$ cat config.mk
export PLATFORM = sky130hd
export DESIGN_NAME = mem_access_unit
export DESIGN_NICKNAME = d
export VERILOG_FILES = /design/src/rtl/mem_access_unit.sv
export SDC_FILE = /design/constraint.sdc
export NUM_CORES = 1
export LEC_CHECK = 0
export CORE_MARGIN = 2
export CORE_UTILIZATION = 38
export DETAILED_ROUTE_END_ITERATION = 6
export GPL_ROUTABILITY_DRIVEN = 0
export GPL_TIMING_DRIVEN = 0
export PLACE_DENSITY = 0.79
export RECOVER_POWER = 100
export SYNTH_ARGS = -nofsm -noshare
export SYNTH_HDL_FRONTEND = slang
export SYNTH_SLANG_ARGS = --single-unit
export TNS_END_PERCENT = 1
$ cat constraint.sdc
create_clock -name clk -period 2.7 [get_ports clk]
set_input_delay 0.54 -clock clk [delete_from_list [all_inputs] [get_ports clk]]
set_output_delay 0.54 -clock clk [all_outputs]
set_load 0.05 [all_outputs]
$ cat src/rtl/mem_access_unit.sv
// ---------------------------------------------------------------------------
// mem_access_unit
//
// Memory-stage load/store engine. It takes the EX/MEM register outputs,
// checks the access for legality and alignment, and runs one transaction on
// a variable-latency data bus that uses a req/ack handshake. Store data is
// steered onto the correct byte lanes. Load data is extracted from the
// returned word and then sign- or zero-extended. While a bus transaction is
// outstanding, StallM freezes the upstream pipeline.
//
// Parameters:
//   TIMEOUT    - maximum number of REQ cycles without mem_ack before a bus
//                error is raised; 0 disables the timeout
//
// Ports:
//   clk, rst_n - rising-edge clock, asynchronous active-low reset
//   MemWriteM  - store request (wins over a load request)
//   ResultSrcM - 2'b01 marks a load
//   ALUoutM    - byte address of the access
//   funct3M    - access size and signedness
//   rs2M       - store data, right-justified
//   mem_req    - bus request, held until ack or timeout
//   mem_we     - bus write enable
//   mem_addr   - word-aligned bus address
//   mem_wdata  - lane-steered store data
//   mem_wstrb  - byte enables (zero for reads)
//   mem_ack    - bus completion, only looked at while mem_req is high
//   mem_rdata  - read word, valid together with mem_ack
//   ReadDataM  - registered, extended load result
//   StallM     - hold the IF/ID/EX/EX-MEM registers
//   FaultM     - one-cycle pulse for a misaligned or illegal access
//   BusErrM    - one-cycle pulse for a bus timeout
// ---------------------------------------------------------------------------
module mem_access_unit #(
  parameter int unsigned TIMEOUT = 16
) (
  input  logic        clk,
  input  logic        rst_n,
  input  logic        MemWriteM,
  input  logic [1:0]  ResultSrcM,
  input  logic [31:0] ALUoutM,
  input  logic [2:0]  funct3M,
  input  logic [31:0] rs2M,
  output logic        mem_req,
  output logic        mem_we,
  output logic [31:0] mem_addr,
  output logic [31:0] mem_wdata,
  output logic [3:0]  mem_wstrb,
  input  logic        mem_ack,
  input  logic [31:0] mem_rdata,
  output logic [31:0] ReadDataM,
  output logic        StallM,
  output logic        FaultM,
  output logic        BusErrM
);

  localparam int CW = (TIMEOUT > 1) ? $clog2(TIMEOUT) : 1;

  typedef enum logic [1:0] {
    IDLE,
    REQ,
    DONE
  } state_e;

  state_e      state_q, state_d;
  logic [CW-1:0] cnt_q, cnt_d;
  logic        req_q, req_d;
  logic        we_q, we_d;
  logic [31:0] addr_q, addr_d;
  logic [31:0] wdata_q, wdata_d;
  logic [3:0]  wstrb_q, wstrb_d;
  logic [31:0] rdData_q, rdData_d;
  logic        fault_q, fault_d;
  logic        busErr_q, busErr_d;

  logic        isStore, isLoad, access;
  logic        legal, misaligned, accessOk;
  logic [31:0] stWdata;
  logic [3:0]  stWstrb;
  logic [7:0]  ldByte;
  logic [15:0] ldHalf;
  logic [31:0] ldData;

  // Classify the instruction in the EX/MEM register. A store wins when both
  // the store and load flags are set. funct3[1:0] gives the size
  // (byte/half/word) and funct3[2] marks the unsigned load forms, which do
  // not exist for stores.
  always_comb begin
    isStore    = MemWriteM;
    isLoad     = !MemWriteM && (ResultSrcM == 2'b01);
    access     = isStore || isLoad;
    legal      = 1'b0;
    misaligned = 1'b0;
    if (isStore) begin
      legal = (funct3M == 3'b000) || (funct3M == 3'b001) || (funct3M == 3'b010);
    end else if (isLoad) begin
      legal = (funct3M == 3'b000) || (funct3M == 3'b001) || (funct3M == 3'b010) ||
              (funct3M == 3'b100) || (funct3M == 3'b101);
    end
    if (funct3M[1:0] == 2'b01) begin
      misaligned = ALUoutM[0];
    end else if (funct3M[1:0] == 2'b10) begin
      misaligned = (ALUoutM[1:0] != 2'b00);
    end
    accessOk = legal && !misaligned;
  end

  // Store lane steering. The data is replicated across every lane so that
  // the byte enables alone select which bytes the memory writes.
  always_comb begin
    stWdata = rs2M;
    stWstrb = 4'b1111;
    case (funct3M[1:0])
      2'b00: begin
        stWdata = {4{rs2M[7:0]}};
        stWstrb = 4'b0001 << ALUoutM[1:0];
      end
      2'b01: begin
        stWdata = {2{rs2M[15:0]}};
        stWstrb = 4'b0011 << {ALUoutM[1], 1'b0};
      end
      default: begin
        stWdata = rs2M;
        stWstrb = 4'b1111;
      end
    endcase
  end

  // Load extraction. The byte or half is taken from the lane that the low
  // address bits select, and then extended. This logic can read ALUoutM and
  // funct3M directly while the ack arrives, because the inputs are held
  // stable for the whole time StallM is high.
  always_comb begin
    case (ALUoutM[1:0])
      2'b00:   ldByte = mem_rdata[7:0];
      2'b01:   ldByte = mem_rdata[15:8];
      2'b10:   ldByte = mem_rdata[23:16];
      default: ldByte = mem_rdata[31:24];
    endcase
    ldHalf = ALUoutM[1] ? mem_rdata[31:16] : mem_rdata[15:0];
    case (funct3M)
      3'b000:  ldData = {{24{ldByte[7]}}, ldByte};
      3'b001:  ldData = {{16{ldHalf[15]}}, ldHalf};
      3'b100:  ldData = {24'd0, ldByte};
      3'b101:  ldData = {16'd0, ldHalf};
      default: ldData = mem_rdata;
    endcase
  end

  // Next-state and next-output logic. By default every register holds its
  // value and the two status pulses return to zero. DONE always goes back to
  // IDLE without looking at the inputs, so the instruction still present in
  // that cycle cannot start a second transaction. A timeout clears
  // ReadDataM so that a stale value cannot be mistaken for the missing
  // result.
  always_comb begin
    state_d  = state_q;
    cnt_d    = cnt_q;
    req_d    = req_q;
    we_d     = we_q;
    addr_d   = addr_q;
    wdata_d  = wdata_q;
    wstrb_d  = wstrb_q;
    rdData_d = rdData_q;
    fault_d  = 1'b0;
    busErr_d = 1'b0;
    StallM   = 1'b0;
    case (state_q)
      IDLE: begin
        if (access && !accessOk) begin
          fault_d = 1'b1;
          state_d = DONE;
        end else if (access) begin
          StallM  = 1'b1;
          req_d   = 1'b1;
          we_d    = isStore;
          addr_d  = {ALUoutM[31:2], 2'b00};
          wdata_d = isStore ? stWdata : 32'd0;
          wstrb_d = isStore ? stWstrb : 4'b0000;
          cnt_d   = '0;
          state_d = REQ;
        end
      end
      REQ: begin
        StallM = 1'b1;
        if (mem_ack) begin
          req_d   = 1'b0;
          if (!we_q) begin
            rdData_d = ldData;
          end
          state_d = DONE;
        end else if ((TIMEOUT != 0) && (32'(cnt_q) == TIMEOUT - 1)) begin
          req_d    = 1'b0;
          busErr_d = 1'b1;
          rdData_d = 32'd0;
          state_d  = DONE;
        end else begin
          cnt_d = cnt_q + CW'(1);
        end
      end
      DONE: begin
        state_d = IDLE;
      end
      default: begin
        state_d = IDLE;
      end
    endcase
  end

  // State and output registers. Every bus-facing output comes from a flop.
  // An asynchronous reset therefore drops mem_req at once, even in the
  // middle of a transaction.
  always_ff @(posedge clk or negedge rst_n) begin
    if (!rst_n) begin
      state_q  <= IDLE;
      cnt_q    <= '0;
      req_q    <= 1'b0;
      we_q     <= 1'b0;
      addr_q   <= 32'd0;
      wdata_q  <= 32'd0;
      wstrb_q  <= 4'b0000;
      rdData_q <= 32'd0;
      fault_q  <= 1'b0;
      busErr_q <= 1'b0;
    end else begin
      state_q  <= state_d;
      cnt_q    <= cnt_d;
      req_q    <= req_d;
      we_q     <= we_d;
      addr_q   <= addr_d;
      wdata_q  <= wdata_d;
      wstrb_q  <= wstrb_d;
      rdData_q <= rdData_d;
      fault_q  <= fault_d;
      busErr_q <= busErr_d;
    end
  end

  assign mem_req   = req_q;
  assign mem_we    = we_q;
  assign mem_addr  = addr_q;
  assign mem_wdata = wdata_q;
  assign mem_wstrb = wstrb_q;
  assign ReadDataM = rdData_q;
  assign FaultM    = fault_q;
  assign BusErrM   = busErr_q;

endmodule

# After elaboration in Yosys (flattened, before gate mapping)
# Cells that the tools add are included.
# Widths: inputs -> output; s select.
[word_totals]
register_bits = 108
word_cells = 92
output_inout_bits = 105
inputBits = 105
[classes]
bitwise = 1
reduce_logical = 23
mux = 37
n_shift = 2
add_sub_neg = 1
n_eq_ne = 18
[ops]
columns = ["operator", "n"]
rows = [
  ["$mux 32", 4],
  ["$pmux 32 s4", 1],
  ["$pmux 32 s2", 1],
  ["$pmux 8 s3", 1],
  ["$mux 4", 5],
  ["$mux 16", 1],
  ["$pmux 4 s2", 2],
  ["$mux 1", 15],
  ["$ne 2x2->1 const B", 5],
  ["$eq 2x1->1 const B", 4],
  ["$mux 2", 4],
  ["$eq 3x3->1 const B", 2],
  ["$logic_not 2->1", 3],
  ["$ne 3x3->1 const B", 2],
  ["$reduce_and 3->1", 2],
  ["$reduce_bool 2->1", 3],
  ["$logic_or 1x1->1", 5],
  ["$reduce_and 5->1", 1],
  ["$add 4x1->4 const B", 1],
  ["$eq 2x2->1 const B", 2],
  ["$eq 4x4->1 const B", 1],
  ["$pmux 1 s2", 2],
  ["$pmux 2 s2", 1],
  ["$reduce_and 4->1", 1],
  ["other kinds (9)", 13],
]

# Depth between registers and ports, before layout
# Gate-level depths: netlist (run 1).
[depth]
ltp_word = 12
depth_mapped = 7
mapped_depth_nobuf = 5

# Worst setup path after synthesis (run 1)
# No wires, ideal clock.
[synth_path]
path_type = "input port to output port"
start = "input port funct3M[0]"
end = "output port StallM"
required_ns = 2.160
arrival_ns = 1.752
cell_stages = 6
slack_ns = 0.408
cell_sequence = "buf_2 -> nor4_1 -> o221ai_1 -> buf_4 -> buf_2 -> nand2_1"
[synth_between]
elab_chain_len = 12
elab_cells_between_ends = 21
[synth_rtl]
columns = ["element", "line_no", "source"]
rows = [
  ["from (decl)", "42", "input logic [2:0] funct3M,"],
  ["$eq 3x1->1 / $logic_not 3->1 (equally long branches)", "95, 97", ""],
  ["$logic_or 1x1->1 (2 in a row)", "95, 97", ""],
  ["$logic_or 1x1->1", "97", "legal = (funct3M == 3'b000) || (funct3M == 3'b001) || (funct3M == 3'b010) ||"],
  ["$logic_or 1x1->1", "98", "(funct3M == 3'b100) || (funct3M == 3'b101);"],
  ["$mux 1", "96", "end else if (isLoad) begin"],
  ["$mux 1", "94", "if (isStore) begin"],
  ["$logic_and 1x1->1 *", "105", "accessOk = legal && !misaligned;"],
  ["$logic_not 1->1 *", "170", "if (access && !accessOk) begin"],
  ["$logic_and 1x1->1 *", "170", ""],
  ["$mux 1 *", "170", ""],
  ["$pmux 1 s2 *", "168", "case (state_q)"],
  ["to (decl)", "52", "output logic StallM,"],
]
# Every way passes the cells marked *; elsewhere a longest branch is shown, timed or not.

# Worst setup path after layout (run 1)
[layout_path]
start = "input port ResultSrcM[0]"
end = "output port StallM"
[layout_between]
elab_chain_len = 9
elab_cells_between_ends = 11
[layout_rtl]
columns = ["element", "line_no", "source"]
rows = [
  ["from (decl)", "40", "input logic [1:0] ResultSrcM,"],
  ["$eq 2x1->1 *", "90", "isLoad = !MemWriteM && (ResultSrcM == 2'b01);"],
  ["$logic_and 1x1->1 *", "90", ""],
  ["$mux 1", "96", ""],
  ["$mux 1", "94", ""],
  ["$logic_and 1x1->1", "105", ""],
  ["$logic_not 1->1", "170", ""],
  ["$logic_and 1x1->1", "170", ""],
  ["$mux 1 *", "170", ""],
  ["$pmux 1 s2 *", "168", ""],
]
# Marked as above.

==> results of run 1 <==
cell families after synthesis:
kind of cell / count (synthesis) / synth area share, %
XOR/XNOR: 1 / 0.171
flip-flops: 108 / 52.7
AND/OR/NAND/NOR: 96 / 9.67
other: 1 / 0.0732
AO/OA/AOI/OAI: 124 / 17.3
buffers and inverters: 38 / 4.71
multiplexers: 65 / 15.1
adder cells (fa/ha/maj): 1 / 0.244
worst min-delay path by stage:
stage                               end  cells after the start          start  slack [ns]
after global placement    mem_wdata[11]                      2  mem_wdata[11]        0.47
after floorplan                 BusErrM                      0          rst_n        0.24
after global routing       mem_addr[24]                      1   mem_addr[24]        0.51
after CTS                       mem_req                      1          rst_n        0.22
final                      ReadDataM[5]                      1          rst_n        0.43
after detailed placement   mem_wstrb[3]                      2   mem_wstrb[3]        0.48
power by group through the flow:
stage	clock (W)	sequential, W	combinational [W]
2_1_floorplan	0	0.00466	0.000800
3_5_place_dp	0	0.00261	0.00454
4_1_cts	0.00137	0.00259	0.00456
6_report	0.00134	0.00255	0.00423
3_3_place_gp	0	0.00258	0.00449
5_1_grt	0.00143	0.00263	0.00441
sequential cells by signal (all words and copies together), names as in the netlist, 2 cells and up:
name       flops
ReadDataM     32
cnt_q          4
mem_addr      30
mem_wdata     32
mem_wstrb      4
state_q        2
cell usage in the layout (no fill, tap or decap), drive strengths merged, types with 2 or more instances in the layout:
master and instances:
mux2i 26, clkdlybuf4s50 97, inv 4, nor3 2, nand3 7, a21oi 21, a221o 16, a31oi 2
a22o 9, nand2b 4, dlygate4sd3 103, and2 2, mux2 38, nor2 14, o211ai 2, a211o 2
nand2 44, a21o 2, conb 2, nor3b 8, buf 22, dfrtp 108, clkbuf 28, o21ai 45
a311oi 6, nor4 2, nor2b 6, o21a 7, and3 2, a32oi 6
through the flow:
| step | setup slack [ns] | setup TNS (ns) | hold WS, ns | power (W) | utilization [%] |
|---|---|---|---|---|---|
| floorplan | 0.408 | 0 | 0.244 | 0.00546 | - |
| global placement | -2.94 | -317.62 | 0.465 | 0.00707 | 55.9 |
| detailed placement | -0.944 | -0.944 | 0.476 | 0.00716 | 56.1 |
| CTS | 0.0467 | 0 | 0.225 | 0.00852 | 58.5 |
| global route | 0.0776 | 0 | 0.511 | 0.00847 | 57.7 |
| finish | 0.174 | 0 | 0.428 | 0.00811 | 57.7 |
what timing repair did:
item / CTS / global route
setup endpoints to repair: 1 / 1
resized for setup: 9 / 2
buffers inserted: 1 / 0
worst register-to-register path, stage by stage (launching register included):
cell	delay (ns)
dfrtp_1	0.44
and4bb_1	0.32
buf_6	0.15
nand2b_1	0.20
nor3_4	0.32
clkbuf_1	0.40
a221o_1	0.19
area by class of cell:
class	instances	area [sq um]	share of cell area, %
multi-input cells	289	2150	28.2
inverters	2	7.51	0.0986
plain buffers	35	213	2.79
clock buffers	11	233	3.06
repair buffers	205	2030	26.7
well taps	176	220	2.89
clock inverters	5	60.1	0.789
flip-flops and latches	108	2700	35.5
metal layers:
layer	global-route usage, %	vias up
li1	-	2035
met1	27.3	2171
met2	37.8	159
met3	5.80	21
met4	6.47	0
met5	0	-
==> qor.txt, run 1 <==
status - finished, final reports clean
share of layout cells above drive strength 1 - 12.1%
Slew @ Worst Pin - 1.22 ns
GRT Overall Usage - 22.1%
P_int - 0.00429 W
hold violation count in the final report - 0
reg2reg path depth - 6
Area after DPL - 7400 sq um
P per Cell Area - 1070 nW/um^2
Top FF cell, synth - dfrtp_1
power share of the sequential group - 31.5%
synthesized area - 5120 sq um
setup violators final - 0
post-placement cell count - 815
Iter 0 DRT Violations - 310
Ant. Diodes - 0
Setup crit end - StallM
post-route design area - 7620 sq um
Leak Pwr - 3.39 nW
clk_lat worst skew - 0.35 ns
Mapped Cells - 434
Avg Vias per Cell - 5.28
met2 wire length - 7710 um
sw frac - 47.1%
clock slew seen by the registers of the worst setup and hold paths - 0.08 ns
warnings from Yosys - 0
I/O pin total - 210
Critical Path RT - 2.16 ns
Synth area leaders - dfrtp_1, mux2i_1, mux2_4
Worst R2R End - ReadDataM[22]
Clock Skews - 0.00981 ns
total CTS buffers - 9
largest net degree at the start of global routing - 62
Critical Path AT - 1.99 ns
crit path kind - primary input to output pin
Worst setup startpoint - ResultSrcM[0]
top post-synthesis cells by count - dfrtp_1, nand2_1, o21ai_1
CTS tree - done
first-pass GRT wire length - 24900 um
sequential area share after synthesis - 52.7%
Root Buffer - clkbuf_16
CP endpoint kind - output pin
core outline area - 13200 sq um
nets - 756
drt total wl - 15600 um
antenna violations before repair - 0
worst vdd ir - 0.932 mV
fin crit share - 93.5%
max incr delay on CP - 0.47 ns
cts hold-fix bufs - 0
Clock Sinks - 108
WP buf/inv - 3
path category of the worst min-delay check - primary input to asynchronous set/reset pin
relative slew slack - 18.9%
Die ar. - 14400 sq um
WL met3 - 1100 um
final instance count without filler cells - 831
DRC - 0
clock network power share - 16.5%
vias in the first global route - 4665
Site Rows - 42
initial core utilization - 38.8%
Worst path slowest cell - clkdlybuf4s50_1
crit-path cells - clkdlybuf4s50_1 -> nor3b_1 -> o221ai_2 -> buf_4 -> nand2_1 -> clkbuf_2
Synth async-reset ratio - 100%
H-tree depth - 3
grt total ovfl - 0
Yosys top cell by area - dfrtp_1
most common cell in the synthesized netlist - dfrtp_1
CP Depth - 6
Antenna Violating Nets Remaining - 0
post-synth top area share - 52.7%
Avg Synthesized Cell Area - 11.8 sq um
wire per inst - 18.7 um
RSZ-0062 raised after global routing - no
uppermost layer routed - met4
Post-synth EDFFs - 0
FF-to-FF Start - mem_we
maxcap violations - 0
Netlist cell types - 56
iteration count of the initial detailed-routing pass - 4
Comb power frac - 52.1%
DR vias - 4386
Area Growth Syn to Fin - 48.6%
Pins Over Slew Limit - 0
port bufs - 203
reg2reg setup slack - 0.63 ns
crit path max fanout - 11
crit path time final - 2.53 ns
Layout fillers - 1111
Synth Register Bits - 108
met1 wire length - 6460 um
die height - 120 um
die width - 120 um
startpoint types - primary input
switching power - 0.00382 W
Crit path max-delay family - buffers and inverters
Final HPWL DP - 11800 um
Clock Path Buffers - 2
fmax - 396 MHz
(Power assumes the default switching activity.)
==> inputs of run 2 (changes only) <==
--- a/config.mk
+++ b/config.mk
@@ -10,7 +10,7 @@
 export DETAILED_ROUTE_END_ITERATION = 6
 export GPL_ROUTABILITY_DRIVEN = 0
 export GPL_TIMING_DRIVEN = 0
-export PLACE_DENSITY = 0.79
+export PLACE_DENSITY = 0.78
 export RECOVER_POWER = 100
 export SYNTH_ARGS = -nofsm -noshare
 export SYNTH_HDL_FRONTEND = slang
==> run 2 against run 1 <==
The flow now finishes with violations (max-capacitance violations, max-slew violations). Cell count decreased by 0.12%. Via count shrank 0.39%. Cell area shrank 0.39%. Hold slack improved by 0.049 ns. Sequential share of layout area up 0.14 points. Maximum frequency fell by 0.31%. Global-route usage fell by 0.74 points. Non-clock buffer count is 1 lower. Count of clock-buffer cells in the layout up 2. Routed wire length shrank 2.0%. First-iteration DRC count fell by 5.8%. Largest cell class unchanged. Largest power group unchanged.
==> qor.txt, run 2 (synthesized netlist as in run 1, its figures left out) <==
final instance count without filler cells - 830
max incr delay on CP - 0.51 ns
port bufs - 203
CP Depth - 6
iteration count of the initial detailed-routing pass - 4
status - finished, violations left
first-pass GRT wire length - 23900 um
Layout fillers - 1168
Root Buffer - clkbuf_16
setup ws final - 0.166 ns
FF-to-FF Start - mem_we
path category of the worst min-delay check - register to register
antenna violations before repair - 0
clk_lat worst skew - 0.35 ns
failing checks - max-capacitance violations, max-slew violations
post-route design area - 7590 sq um
wire per inst - 18.4 um
drt total wl - 15200 um
GRT Overall Usage - 21.3%
post-CTS setup buffer count - 0
hold violation count in the final report - 0
DR vias - 4369
Clock Skews - 0.00608 ns
Critical Path RT - 2.16 ns
clock slew seen by the registers of the worst setup and hold paths - 0.07 ns
fmax - 395 MHz
relative slew slack - -31.6%
Critical Path AT - 1.99 ns
initial core utilization - 38.8%
vias in the first global route - 4505
CP endpoint kind - output pin
fin crit share - 93.8%
die width - 120 um
Slew @ Worst Pin - 1.97 ns
DRC - 0
Ant. Diodes - 0
CTS tree - done
die height - 120 um
grt total ovfl - 0
Site Rows - 42
largest net degree at the start of global routing - 74
Die ar. - 14400 sq um
crit-path cells - clkdlybuf4s50_1 -> nor2b_1 -> o221ai_2 -> buf_6 -> nand2_1 -> clkbuf_2
WP buf/inv - 3
Worst path slowest cell - clkdlybuf4s50_1
H-tree depth - 3
crit path kind - primary input to output pin
startpoint types - primary input
Worst R2R End - ReadDataM[24]
Setup WS pre-CTS - -0.847 ns
post-CTS resize count - 6
Final HPWL DP - 11800 um
nets - 755
Clock Path Buffers - 2
reg2reg setup slack - 0.55 ns
share of layout cells above drive strength 1 - 10.6%
Worst setup startpoint - MemWriteM
setup violators final - 0
Pins Over Slew Limit - 37
Crit path max-delay family - buffers and inverters
worst vdd ir - 0.728 mV
P per Cell Area - 1070 nW/um^2
Leak Pwr - 3.37 nW
cts hold-fix bufs - 0
Avg Vias per Cell - 5.26
RSZ-0062 raised after global routing - no
Setup crit end - StallM
I/O pin total - 210
total power - 0.00812 W
reg2reg path depth - 6
core outline area - 13200 sq um
crit path time final - 2.53 ns
Area after DPL - 7400 sq um
total CTS buffers - 9
Area Growth Syn to Fin - 48.1%
maxcap violations - 1
Iter 0 DRT Violations - 292
post-placement cell count - 815
most frequent cells in the layout - dfrtp_1, dlygate4sd3_1, clkdlybuf4s50_1, nand2_1, o21ai_0
Antenna Violating Nets Remaining - 0
Clock Sinks - 108
crit path max fanout - 19
most common cell after layout, fill and taps aside - dfrtp_1
-- run 2: stage by stage --
| step | setup TNS [ns] | util (%) | hold WS [ns] |
|---|---|---|---|
| floorplan | 0 | - | 0.244 |
| global placement | -307.11 | 55.9 | 0.469 |
| detailed placement | -0.847 | 56.1 | 0.477 |
| CTS | 0 | 58.4 | 0.165 |
| global route | 0 | 57.5 | 0.508 |
| finish | 0 | 57.5 | 0.477 |
-- run 2: final cells by class --
cell class	instances	area (sq um)	area share, %
plain buffers	35	194	2.56
clock buffers	13	270	3.56
clock inverters	3	43.8	0.577
inverters	2	7.51	0.0990
multi-input cells	289	2120	27.9
flip-flops and latches	108	2700	35.6
well taps	176	220	2.90
repair buffers	204	2030	26.8
-- run 2: worst register-to-register path, delay by kind of cell, from the launching register on --
kind | cells | cell delay, ns
compound gates | 1 | 0.12
buf+inv | 2 | 0.38
flops | 1 | 0.44
simple gates | 3 | 1.14
-- run 2: layer usage --
metal	routed length, um	GRT usage [%]	vias to the layer above
met5	0	0	-
met4	289	7.06	0
met3	1150	5.85	24
met2	7370	34.7	183
met1	6430	27.5	2138
li1	-	-	2024
-- run 2: power breakdown --
group	switching, W	internal, W
Combinational	0.00286	0.00132
Sequential	0.000334	0.00223
Clock	0.000581	0.000796
-- run 2: worst min-delay path by stage --
stage	cells past startpoint	slack [ns]	start	endpoint
2_1_floorplan	0	0.24	rst_n	BusErrM
3_3_place_gp	2	0.47	mem_wdata[13]	mem_wdata[13]
3_5_place_dp	2	0.48	mem_wdata[13]	mem_wdata[13]
4_1_cts	1	0.16	rst_n	ReadDataM[25]
5_1_grt	2	0.51	mem_wdata[16]	mem_wdata[16]
6_report	2	0.48	mem_wdata[31]	mem_wdata[31]
